<file path="config.mk">
export PLATFORM = sky130hd
export DESIGN_NAME = dma_packet_deframer_flat
export DESIGN_NICKNAME = d
export VERILOG_FILES = /design/src/rtl/dma_deframer_pkg.sv /design/src/rtl/dma_packet_deframer_if.sv /design/src/rtl/dma_packet_deframer_fl_out_reg.sv /design/src/rtl/dma_packet_deframer.sv /design/src/flat_wrapper.sv
export SDC_FILE = /design/constraint.sdc
export NUM_CORES = 1
export LEC_CHECK = 0
export BUFFER_PORTS_ARGS = -buffer_cell sky130_fd_sc_hd__buf_2
export CAP_MARGIN = 20
export CORE_ASPECT_RATIO = 2
export CORE_MARGIN = 2
export CORE_UTILIZATION = 52
export CTS_CLUSTER_DIAMETER = 150
export CTS_CLUSTER_SIZE = 12
export DETAILED_ROUTE_END_ITERATION = 10
export GPL_TIMING_DRIVEN = 1
export PLACE_DENSITY_LB_ADDON = 0.12
export SYNTH_ARGS = -nofsm -noshare
export SYNTH_HDL_FRONTEND = slang
export SYNTH_SLANG_ARGS = --single-unit
</file>
<file path="constraint.sdc">
create_clock -name clk -period 2.5 [get_ports clk]
set_clock_uncertainty 0.05 [all_clocks]
set_input_delay 0.125 -clock clk [delete_from_list [all_inputs] [get_ports clk]]
set_output_delay 0.125 -clock clk [all_outputs]
set_load 0.02 [all_outputs]
</file>
<file path="src/rtl/dma_deframer_pkg.sv">
// Shared constants and types for the DMA packet deframer: header field layout,
// FSM state encoding and the byte-index width helper.
package dma_deframer_pkg;

  localparam int LEN_LSB = 0;
  localparam int LEN_W   = 16;
  localparam int SEQ_LSB = 16;
  localparam int SEQ_W   = 16;

  typedef enum logic [1:0] {
    HDR     = 2'd0,
    DATA    = 2'd1,
    DISCARD = 2'd2
  } state_t;

  // log2 of bytes per word; width of the FrameLink REM field.
  function automatic int rem_width(input int data_width);
    int bytes;
    int w;
    bytes = data_width / 8;
    w = 0;
    for (int i = 0; i < 8; i++) begin
      if ((1 << i) < bytes) w = i + 1;
    end
    return w;
  endfunction

endpackage

</file>
<file path="src/rtl/dma_packet_deframer_if.sv">
// DMA input stream and FrameLink output stream of the deframer, bundled as one interface.
interface dma_packet_deframer_if
  import dma_deframer_pkg::*;
#(
  parameter int DATA_WIDTH = 64
);
  localparam int REM_W = rem_width(DATA_WIDTH);

  // Both streams use active-low valid (src_rdy_n) / ready (dst_rdy_n); a word moves on a
  // rising edge where both are 0, and a source never withdraws or changes a word it offered.
  logic [DATA_WIDTH-1:0] rx_data;
  logic                  rx_src_rdy_n;
  logic                  rx_dst_rdy_n;

  logic [DATA_WIDTH-1:0] tx_data;
  logic [REM_W-1:0]      tx_rem;
  logic                  tx_sof_n;
  logic                  tx_sop_n;
  logic                  tx_eof_n;
  logic                  tx_eop_n;
  logic                  tx_src_rdy_n;
  logic                  tx_dst_rdy_n;

  modport master (
    input  rx_data, rx_src_rdy_n, tx_dst_rdy_n,
    output rx_dst_rdy_n, tx_data, tx_rem, tx_sof_n, tx_sop_n, tx_eof_n, tx_eop_n,
           tx_src_rdy_n
  );

  modport slave (
    output rx_data, rx_src_rdy_n, tx_dst_rdy_n,
    input  rx_dst_rdy_n, tx_data, tx_rem, tx_sof_n, tx_sop_n, tx_eof_n, tx_eop_n,
           tx_src_rdy_n
  );

endinterface

</file>
<file path="src/rtl/dma_packet_deframer_fl_out_reg.sv">
// One-entry FrameLink output register: holds a word and its flags until the DUT takes it.
module fl_out_reg #(
  parameter int DW = 64,
  parameter int RW = 3
) (
  input  logic          clk,
  input  logic          reset,
  input  logic          load,
  input  logic [DW-1:0] load_data,
  input  logic [RW-1:0] load_rem,
  input  logic          load_sof,
  input  logic          load_eof,
  input  logic          dst_rdy_n,
  output logic [DW-1:0] data,
  output logic [RW-1:0] rem,
  output logic          sof_n,
  output logic          sop_n,
  output logic          eof_n,
  output logic          eop_n,
  output logic          src_rdy_n,
  output logic          can_accept,
  output logic          eof_sent
);

  logic take;

  assign take       = !src_rdy_n && !dst_rdy_n;
  assign can_accept = src_rdy_n || !dst_rdy_n;
  assign eof_sent   = take && !eof_n;
  assign sop_n      = sof_n;
  assign eop_n      = eof_n;

  always_ff @(posedge clk) begin
    if (reset) begin
      data      <= '0;
      rem       <= '0;
      sof_n     <= 1'b1;
      eof_n     <= 1'b1;
      src_rdy_n <= 1'b1;
    end else if (load) begin
      data      <= load_data;
      rem       <= load_rem;
      sof_n     <= !load_sof;
      eof_n     <= !load_eof;
      src_rdy_n <= 1'b0;
    end else if (take) begin
      // Data is left in place; only the valid and framing flags drop.
      sof_n     <= 1'b1;
      eof_n     <= 1'b1;
      src_rdy_n <= 1'b1;
    end
  end

endmodule

</file>
<file path="src/rtl/dma_packet_deframer.sv">
// Strips and checks the per-transfer DMA header and re-emits each payload as one
// FrameLink frame, reporting length/sequence errors and a forwarded-frame count.
module dma_packet_deframer
  import dma_deframer_pkg::*;
#(
  parameter int DATA_WIDTH = 64,
  parameter int MAX_LEN    = 4096
) (
  input  logic                   clk,
  input  logic                   reset,
  dma_packet_deframer_if.master  bus,
  output logic                   err_len,
  output logic                   err_seq,
  output logic [31:0]            pkt_cnt,
  output state_t                 state
);

  localparam int          REM_W     = rem_width(DATA_WIDTH);
  localparam logic [15:0] B16       = 16'(DATA_WIDTH / 8);
  localparam logic [15:0] MAX_LEN16 = 16'(MAX_LEN);

  state_t      state_n;
  logic [15:0] rem_bytes, rem_n, rem_m1;
  logic [15:0] exp_seq, exp_seq_n;
  logic        first, first_n;
  logic        err_len_n, err_seq_n;
  logic        load, ld_sof, ld_eof;
  logic [REM_W-1:0] ld_rem;
  logic        can_accept, eof_sent, rx_fire;
  logic [LEN_W-1:0] hdr_len;
  logic [SEQ_W-1:0] hdr_seq;

  assign hdr_len = bus.rx_data[LEN_LSB +: LEN_W];
  assign hdr_seq = bus.rx_data[SEQ_LSB +: SEQ_W];
  assign rem_m1  = rem_bytes - 16'd1;
  assign rx_fire = !bus.rx_src_rdy_n && !bus.rx_dst_rdy_n;

  always_comb begin
    if (reset)              bus.rx_dst_rdy_n = 1'b1;
    else if (state == DATA) bus.rx_dst_rdy_n = !can_accept;
    else                    bus.rx_dst_rdy_n = 1'b0;
  end

  always_ff @(posedge clk) begin
    if (reset) begin
      state     <= HDR;
      rem_bytes <= '0;
      exp_seq   <= '0;
      first     <= 1'b0;
      err_len   <= 1'b0;
      err_seq   <= 1'b0;
      pkt_cnt   <= '0;
    end else begin
      state     <= state_n;
      rem_bytes <= rem_n;
      exp_seq   <= exp_seq_n;
      first     <= first_n;
      err_len   <= err_len_n;
      err_seq   <= err_seq_n;
      if (eof_sent) pkt_cnt <= pkt_cnt + 32'd1;
    end
  end

  always_comb begin
    state_n   = state;
    rem_n     = rem_bytes;
    first_n   = first;
    exp_seq_n = exp_seq;
    err_len_n = 1'b0;
    err_seq_n = 1'b0;
    load      = 1'b0;
    ld_sof    = 1'b0;
    ld_eof    = 1'b0;
    ld_rem    = '0;
    if (rx_fire) begin
      case (state)
        HDR: begin
          // The expected seq follows whatever arrived so one gap is reported once.
          err_seq_n = (hdr_seq != exp_seq);
          exp_seq_n = hdr_seq + 16'd1;
          if (hdr_len == '0) begin
            err_len_n = 1'b1;
          end else if (hdr_len > MAX_LEN16) begin
            err_len_n = 1'b1;
            rem_n     = hdr_len;
            state_n   = DISCARD;
          end else begin
            rem_n   = hdr_len;
            first_n = 1'b1;
            state_n = DATA;
          end
        end
        DATA: begin
          load    = 1'b1;
          ld_sof  = first;
          first_n = 1'b0;
          if (rem_bytes <= B16) begin
            ld_eof  = 1'b1;
            ld_rem  = rem_m1[REM_W-1:0];
            state_n = HDR;
          end else begin
            rem_n = rem_bytes - B16;
          end
        end
        DISCARD: begin
          if (rem_bytes <= B16) state_n = HDR;
          else                  rem_n   = rem_bytes - B16;
        end
        default: state_n = HDR;
      endcase
    end
  end

  fl_out_reg #(.DW(DATA_WIDTH), .RW(REM_W)) u_out (
    .clk        (clk),
    .reset      (reset),
    .load       (load),
    .load_data  (bus.rx_data),
    .load_rem   (ld_rem),
    .load_sof   (ld_sof),
    .load_eof   (ld_eof),
    .dst_rdy_n  (bus.tx_dst_rdy_n),
    .data       (bus.tx_data),
    .rem        (bus.tx_rem),
    .sof_n      (bus.tx_sof_n),
    .sop_n      (bus.tx_sop_n),
    .eof_n      (bus.tx_eof_n),
    .eop_n      (bus.tx_eop_n),
    .src_rdy_n  (bus.tx_src_rdy_n),
    .can_accept (can_accept),
    .eof_sent   (eof_sent)
  );

endmodule

</file>
<file path="src/flat_wrapper.sv">
// flat-port wrapper written by rule: the top's interface ports become plain ports
module dma_packet_deframer_flat import dma_deframer_pkg::*;
#(
  parameter int DATA_WIDTH = 64,
  parameter int MAX_LEN    = 4096
)
  (clk, reset, err_len, err_seq, pkt_cnt, state, bus_rx_data, bus_rx_src_rdy_n, bus_tx_dst_rdy_n, bus_rx_dst_rdy_n, bus_tx_data, bus_tx_rem, bus_tx_sof_n, bus_tx_sop_n, bus_tx_eof_n, bus_tx_eop_n, bus_tx_src_rdy_n);
  dma_packet_deframer_if #(.DATA_WIDTH(DATA_WIDTH)) bus_i ();
  input  logic clk;
  input  logic reset;
  output logic err_len;
  output logic err_seq;
  output logic [31:0] pkt_cnt;
  output state_t state;
  input wire logic [$bits(bus_i.rx_data)-1:0] bus_rx_data;
  input wire logic [$bits(bus_i.rx_src_rdy_n)-1:0] bus_rx_src_rdy_n;
  input wire logic [$bits(bus_i.tx_dst_rdy_n)-1:0] bus_tx_dst_rdy_n;
  output wire logic [$bits(bus_i.rx_dst_rdy_n)-1:0] bus_rx_dst_rdy_n;
  output wire logic [$bits(bus_i.tx_data)-1:0] bus_tx_data;
  output wire logic [$bits(bus_i.tx_rem)-1:0] bus_tx_rem;
  output wire logic [$bits(bus_i.tx_sof_n)-1:0] bus_tx_sof_n;
  output wire logic [$bits(bus_i.tx_sop_n)-1:0] bus_tx_sop_n;
  output wire logic [$bits(bus_i.tx_eof_n)-1:0] bus_tx_eof_n;
  output wire logic [$bits(bus_i.tx_eop_n)-1:0] bus_tx_eop_n;
  output wire logic [$bits(bus_i.tx_src_rdy_n)-1:0] bus_tx_src_rdy_n;
  assign bus_i.rx_data = bus_rx_data;
  assign bus_i.rx_src_rdy_n = bus_rx_src_rdy_n;
  assign bus_i.tx_dst_rdy_n = bus_tx_dst_rdy_n;
  assign bus_rx_dst_rdy_n = bus_i.rx_dst_rdy_n;
  assign bus_tx_data = bus_i.tx_data;
  assign bus_tx_rem = bus_i.tx_rem;
  assign bus_tx_sof_n = bus_i.tx_sof_n;
  assign bus_tx_sop_n = bus_i.tx_sop_n;
  assign bus_tx_eof_n = bus_i.tx_eof_n;
  assign bus_tx_eop_n = bus_i.tx_eop_n;
  assign bus_tx_src_rdy_n = bus_i.tx_src_rdy_n;
  dma_packet_deframer #(.DATA_WIDTH(DATA_WIDTH), .MAX_LEN(MAX_LEN)) u_core (.clk(clk), .reset(reset), .bus(bus_i), .err_len(err_len), .err_seq(err_seq), .pkt_cnt(pkt_cnt), .state(state));
endmodule
</file>
Word level (Yosys, flattened, before mapping)
Cells that the tools add are included.

storage, ports and cells
  bits in writable memories = 0
  memory bits (read-only) = 0
  input port bits = 68
  word-level logic and storage cells = 78
  memories = 0
  bits in latches = 0
  output and inout bits = 109
  register bits after elaboration = 139

cells by class
  add/subtract/negate cells = 4
  divide/modulo/power cells = 0
  $lt $le $gt $ge = 2
  shift-type cells = 0
  multiplexer cells = 28
  eq/ne operators = 7
  bitwise logic cells = 2
  $mul = 0
  reduce and logical (&&, ||, !) cells = 23

operator list
  operator                 number
  $add A32 B1 Y32 const B  1
  $mux W16                 2
  $pmux W16 S2             1
  $mux W1                  17
  $add A16 B1 Y16 const B  1
  $gt A16 B13 Y1 const B   1
  $le A16 B4 Y1 const B    1
  $logic_not A16 Y1        1
  $ne A16 B16 Y1           1
  $sub A16 B4 Y16 const B  1
  $mux W3                  3
  $logic_not A1 Y1         8
  $reduce_and A4 Y1        2
  $mux W2                  3
  $ne A2 B2 Y1 const B     3
  $reduce_bool A2 Y1       3
  $pmux W2 S2              1
  $logic_and A1 B1 Y1      3
  $reduce_and A3 Y1        1
  $reduce_or A3 Y1         1
  $sub A3 B1 Y3 const B    1
  $eq A2 B1 Y1 const B     1
  $eq A2 B2 Y1 const B     1
  $logic_not A2 Y1         1
  6 further kinds          7

Longest topological paths before layout
  depth in word-level cells = 10
  gate-level depth with buffers = 9

By module
From an unflattened synthesis, not the netlist that was laid out.

unflattened totals
  cell total of the unflattened synthesis = 687
  area total of the unflattened synthesis = 6,273.5 sq um

by module, submodules not included
  module               area an instance (sq um)  cells an instance  instances
  dma_packet_deframer  3,724.8                   454                1
  fl_out_reg           2,548.7                   233                1

Worst setup path after synthesis
No wires, ideal clock.

  path kind = register to register
  start point = register u_core.state[0]
  end point = register u_core.rem_bytes[10]
  data required time = 2.318 ns
  library setup time = 0.132 ns
  buffers on the path = 0
  data arrival time = 1.992 ns
  slack = 0.326 ns
  cell stages (with the launch flop) = 7
  path through = dfxtp_1 > inv_1 > ha_1 > nor4b_1 > nand2_1 > a211oi_1 > o32ai_2

on the way
  word-level cells in the longest chain between the ends = 6
  elaborated cells between the ends (all ways) = 13
  those cells by class = eq/ne (4); mux (3); reduce/logical (6)

RTL lines
  element                      RTL line                                              text
  start, declared              dma_packet_deframer.sv:15                             output state_t state
  start signal, assigned       dma_packet_deframer.sv:54                             state <= state_n;
  $eq A2 B1 Y1                 dma_packet_deframer.sv:40, dma_packet_deframer.sv:76
  $mux W1                      dma_packet_deframer.sv:40                             else if (state == DATA) bus.rx_dst_rdy_n = !can_accept;
  $mux W1                      dma_packet_deframer.sv:39                             if (reset) bus.rx_dst_rdy_n = 1'b1;
  $logic_not A1 Y1             dma_packet_deframer.sv:36                             assign rx_fire = !bus.rx_src_rdy_n && !bus.rx_dst_rdy_n;
  $logic_and A1 B1 Y1          dma_packet_deframer.sv:36
  $reduce_and A4 Y1 (no line)  n/a
  end signal, assigned         dma_packet_deframer.sv:55                             rem_bytes <= rem_n;
  end, declared                dma_packet_deframer.sv:23                             logic [15:0] rem_bytes, rem_n, rem_m1;

Several ways; a longest one is shown, not always the timed one.
A chain may end at the register's enable or synchronous reset.

Worst setup path in the final report
  start point = register u_core.state[0]
  end point = register u_core.rem_bytes[11]

The elaborated chain is that of the path after synthesis.

==> results.md <==
Global routing:
- The first global-routing pass estimated 29.7 mm of wire.
- The number of antenna violations at the first check in global routing is 0.
- The overflow left after global routing is 0.
- Entering global routing, the biggest net connects 131 pins.
- The via count of the first global-routing pass came to 6305.
- The global router's overall resource usage is 29.5%.

Drt:
- In the routed layout, each cell is associated on average with a via count of 5.45.
- For this block, the via count after detailed routing is 6357.
- The number of routed nets with antenna violations is 0.
- After detailed routing, the average wire length per cell comes to 15.9 um.
- The first detailed-routing pass took 7 iterations.
- The initial DRC count is 265.
- The aggregate routed wire length is 18.6 mm.
- After detailed routing, the number of remaining DRC violations is 0.

Synthesis:
- After synthesis, the largest area contributor takes up 44.5% of total cell area.
- Counting every instance in the synthesized netlist gives 774.
- The synthesized netlist devotes 25.6% of its cell area to simple gates.
- The xor and xnor area share after synthesis is 7.71%.
- The post-synthesis sequential element count is 139.
- Each instance of the synthesized netlist takes up on average 8.08 um^2.
- Yosys printed 0 warnings.
- dfxtp_1 takes more of the synthesized area than any other cell.
- The number of enable flip-flop cells after synthesis is 0.
- The synthesized netlist contains 57 unique library cells.
- Yosys attributes the largest share of cell area to dfxtp_1 (45%), nand2_1 (9.8%), a21oi_1 (6.8%), xnor2_1 (5.9%), nor2_1 (3.7%).
- The synthesized netlist devotes 1.20% of its cell area to adder and majority cells.
- Synthesis produced a netlist with a net count of 848.
- The dominant combinational cell family by area after synthesis is simple AND/OR/NAND/NOR gates.
- The compound-gate portion of the synthesized area is 15.3%.
- The async set-reset flop share out of synthesis is 0%.
- The cell area after technology mapping is 6250 um^2.
- The post-synthesis mux area share is 0.841%.
- The most used flip-flop cell after synthesis is dfxtp_1.
- The sequential cell area fraction in the yosys report is 44.5%.

Worst setup path:
- The worst reg2reg path startpoint is u_core.state[0].
- The capturing point of the worst reg2reg path is u_core.rem_bytes[11].
- The critical path endpoint category is a register.
- The type of the worst setup path is reg2reg.
- Measured in cells, the most critical reg-to-reg path has a length of 7.
- The worst endpoint required time is 2750 ps.
- The sort of element at the start of the critical path is a register.
- For flop-to-flop paths, the worst setup slack is 130 ps.
- The worst endpoint data arrival time is 2610 ps.
- The highest net fanout along the worst path is 4.

Clock tree:
- Post-CTS timing repair inserted 0 buffers for setup.
- After clock tree synthesis, the clock-pin slew on the worst setup and hold paths is 70 ps.
- The source-to-sink clock delay at the later pin of the worst-skew pair is 430 ps.
- Gates resized during post-CTS repair numbered 0.
- In this run the clock root is driven by a clkbuf_16.
- The maximum root-to-sink buffer count is 2.
- The TritonCTS clock tree is yes.
- The count of H-tree levels built during CTS is 4.
- The number of buffers created by CTS is 17.
- The post-cts hold buffer count is 64.
- The count of clock tree sinks is 139.

STA:
- The number of hold-slack violations in the final timing report is 0.
- For the final routed database, the setup TNS stands at 0 ps.
- The final critical path takes up 94.7% of the cycle.
- The final-report max-slew violation count is 0.
- At the pin with the least slew margin, the transition time is 607 ps.
- Setup violations remaining at the end of the flow were counted as 0.
- The worst max-slew margin expressed relative to the limit is 59.5%.
- After layout, the minimum clock period comes to 2370 ps.
- Setup repair after global routing left no endpoint under its margin.
- For this run, the top clock speed supported by timing is 423 MHz.
- The final worst-path setup slack is 134 ps.

Pwr:
- Overall power consumption after layout is estimated at 5.77 mW.
- The static leakage power is 3.42 nW.
- The power per cell area is 675 nW/um^2.
- The maximum ir drop on the vdd rail is 0.526 mV.

Floorplan:
- The x dimension of the die is 81.5 um.
- The die height is 159 um.
- The area enclosed by the die boundary is 13000 um^2.
- The placement row count is 56.
- The core box area is 11700 um^2.
- The initial utilization of the core area, before any placement, comes to 53.4%.
- The number of top-level design ports is 177.

Finish:
- The share of the core filled with cells in the final layout is 73.0%.
- The footprint of the multi-input gates is 3170 um^2.
- Of the cells placed in the final design, the portion with a size suffix greater than 1 is 25.2%.
- The sequential cell area is 2780 um^2.
- The count of cells in the finished layout, fillers not included, comes to 1167.
- The area growth from synthesis to layout is 36.7%.
- The antenna diode count is 0.
- The count of fill cells added during filler insertion is 923.
- The number of nets in the layout is 1083.

Place:
- The number of placed instances, taps included, is 1071.
- The pre-CTS setup slack is 190 ps.
- The total half-perimeter wirelength after legalization and detailed placement is 13.0 mm.
- The last weighted congestion value of the routability-driven placer is 0.936.
- The count of port buffers added during placement is 176.

Min path:
- The path with the worst hold slack has its endpoint at u_core.pkt_cnt[0].
- The class of the most critical hold timing path is in2reg.
- The startpoint identified for the worst hold timing path is bus_tx_dst_rdy_n.
- The worst hold path passes through 4 cells.

Run:
- Max-cap violations in this run came to 0.

Run status:
- The run finished with clean final reports.
==> where the power goes <==
| part | internal (mW) | switching (mW) |
|---|---|---|
| clock network | 1.32 | 1.10 |
| registers | 2.30 | 0.0773 |
| logic | 0.434 | 0.540 |
| total | 4.05 | 1.71 |
==> cell families after synthesis <==
| logic type | count (synthesis) |
|---|---|
| AND/OR/NAND/NOR | 341 |
| XOR/XNOR | 55 |
| multiplexers | 5 |
| flip-flops | 139 |
| AO/OA/AOI/OAI | 152 |
| buffers and inverters | 76 |
| adder cells (fa/ha/maj) | 6 |
==> stage by stage <==
stage	hold slack, ps	instance area, um^2
finish	89.7	8540
global route	113	8540
CTS	78.3	8540
detailed placement	321	7330
global placement	314	7330
floorplan	171	6250
==> routing by layer <==
metal	share of wire, %	track usage, %
met3	5.7	5.61
met4	4.9	17.5
met5	0	0
met2	55	54.7
met1	34	28.5
==> layout by cell type (no fill, tap or decap), types with 4 or more instances in the layout <==
cell type,count
xnor2_1,42
nor4_1,22
inv_8,4
o21ai_0,18
o21a_1,4
inv_1,27
o311ai_0,4
or3_1,9
ha_1,6
clkbuf_16,17
or2_2,5
buf_4,24
nor2b_1,6
nor2_1,61
nor3_1,9
a211oi_1,16
inv_6,6
nand2_1,163
a21oi_1,85
buf_2,175
nand3_1,22
dfxtp_1,139
nand4_1,14
dlygate4sd3_1,64
xor2_1,13
==> area by class of cell <==
class / instances / area share, %
inverter: 27 / 1.19
clock buffer: 17 / 4.98
sequential: 139 / 32.6
timing repair buffer: 265 / 20.3
tap: 145 / 2.12
multi-input combinational: 559 / 37.1
clock inverter: 15 / 1.71
==> synth_stat cells, types with 3 or more instances <==
cell      instances
xor2_1           13
clkbuf_1         43
a21oi_1          85
dfxtp_1         139
or3b_2            3
nand4_1          14
nor2b_1           6
or4_1             3
nand2_1         164
nor3b_1           3
o311ai_0          4
buf_4             3
nor3_1            9
nand3_1          22
nor4b_1           3
a31oi_1           3
nor2_1           61
xnor2_1          42
ha_1              6
o32ai_2           3
and4_1            3
inv_1            27
o21a_1            4
mux2i_1           3
or2_2             5
nor4_1           22
or3_1             9
o21ai_0          18
and3_1            3
a211oi_1         16
==> how the worst max path moves through the flow <==
stage,from,to,slack [ps],depth (start not counted)
after global placement,u_core.rem_bytes[12],u_core.rem_bytes[3],270,5
final,u_core.state[0],u_core.rem_bytes[11],130,7
after detailed placement,u_core.rem_bytes[12],u_core.rem_bytes[9],190,5
after floorplan,u_core.state[0],u_core.rem_bytes[10],330,6
after global routing,u_core.state[1],u_core.rem_bytes[11],40,7
after CTS,u_core.rem_bytes[12],u_core.rem_bytes[8],170,5
==> registers in the layout, summed over array words and instances, names as in the netlist, 2 cells and up <==
name and count:
u_core.exp_seq 16, u_core.pkt_cnt 32, u_core.rem_bytes 16, u_core.state 2
u_core.u_out.data 64, u_core.u_out.rem 3
==> critical path: stages, from the launching register on <==
cell and delay (ps):
dfxtp_1 350, inv_1 70, ha_1 350, nor4bb_1 530, nand3_1 270, o21a_1 230
o311ai_0 260, o21ai_0 130
Power figures use the tool's default switching activity.
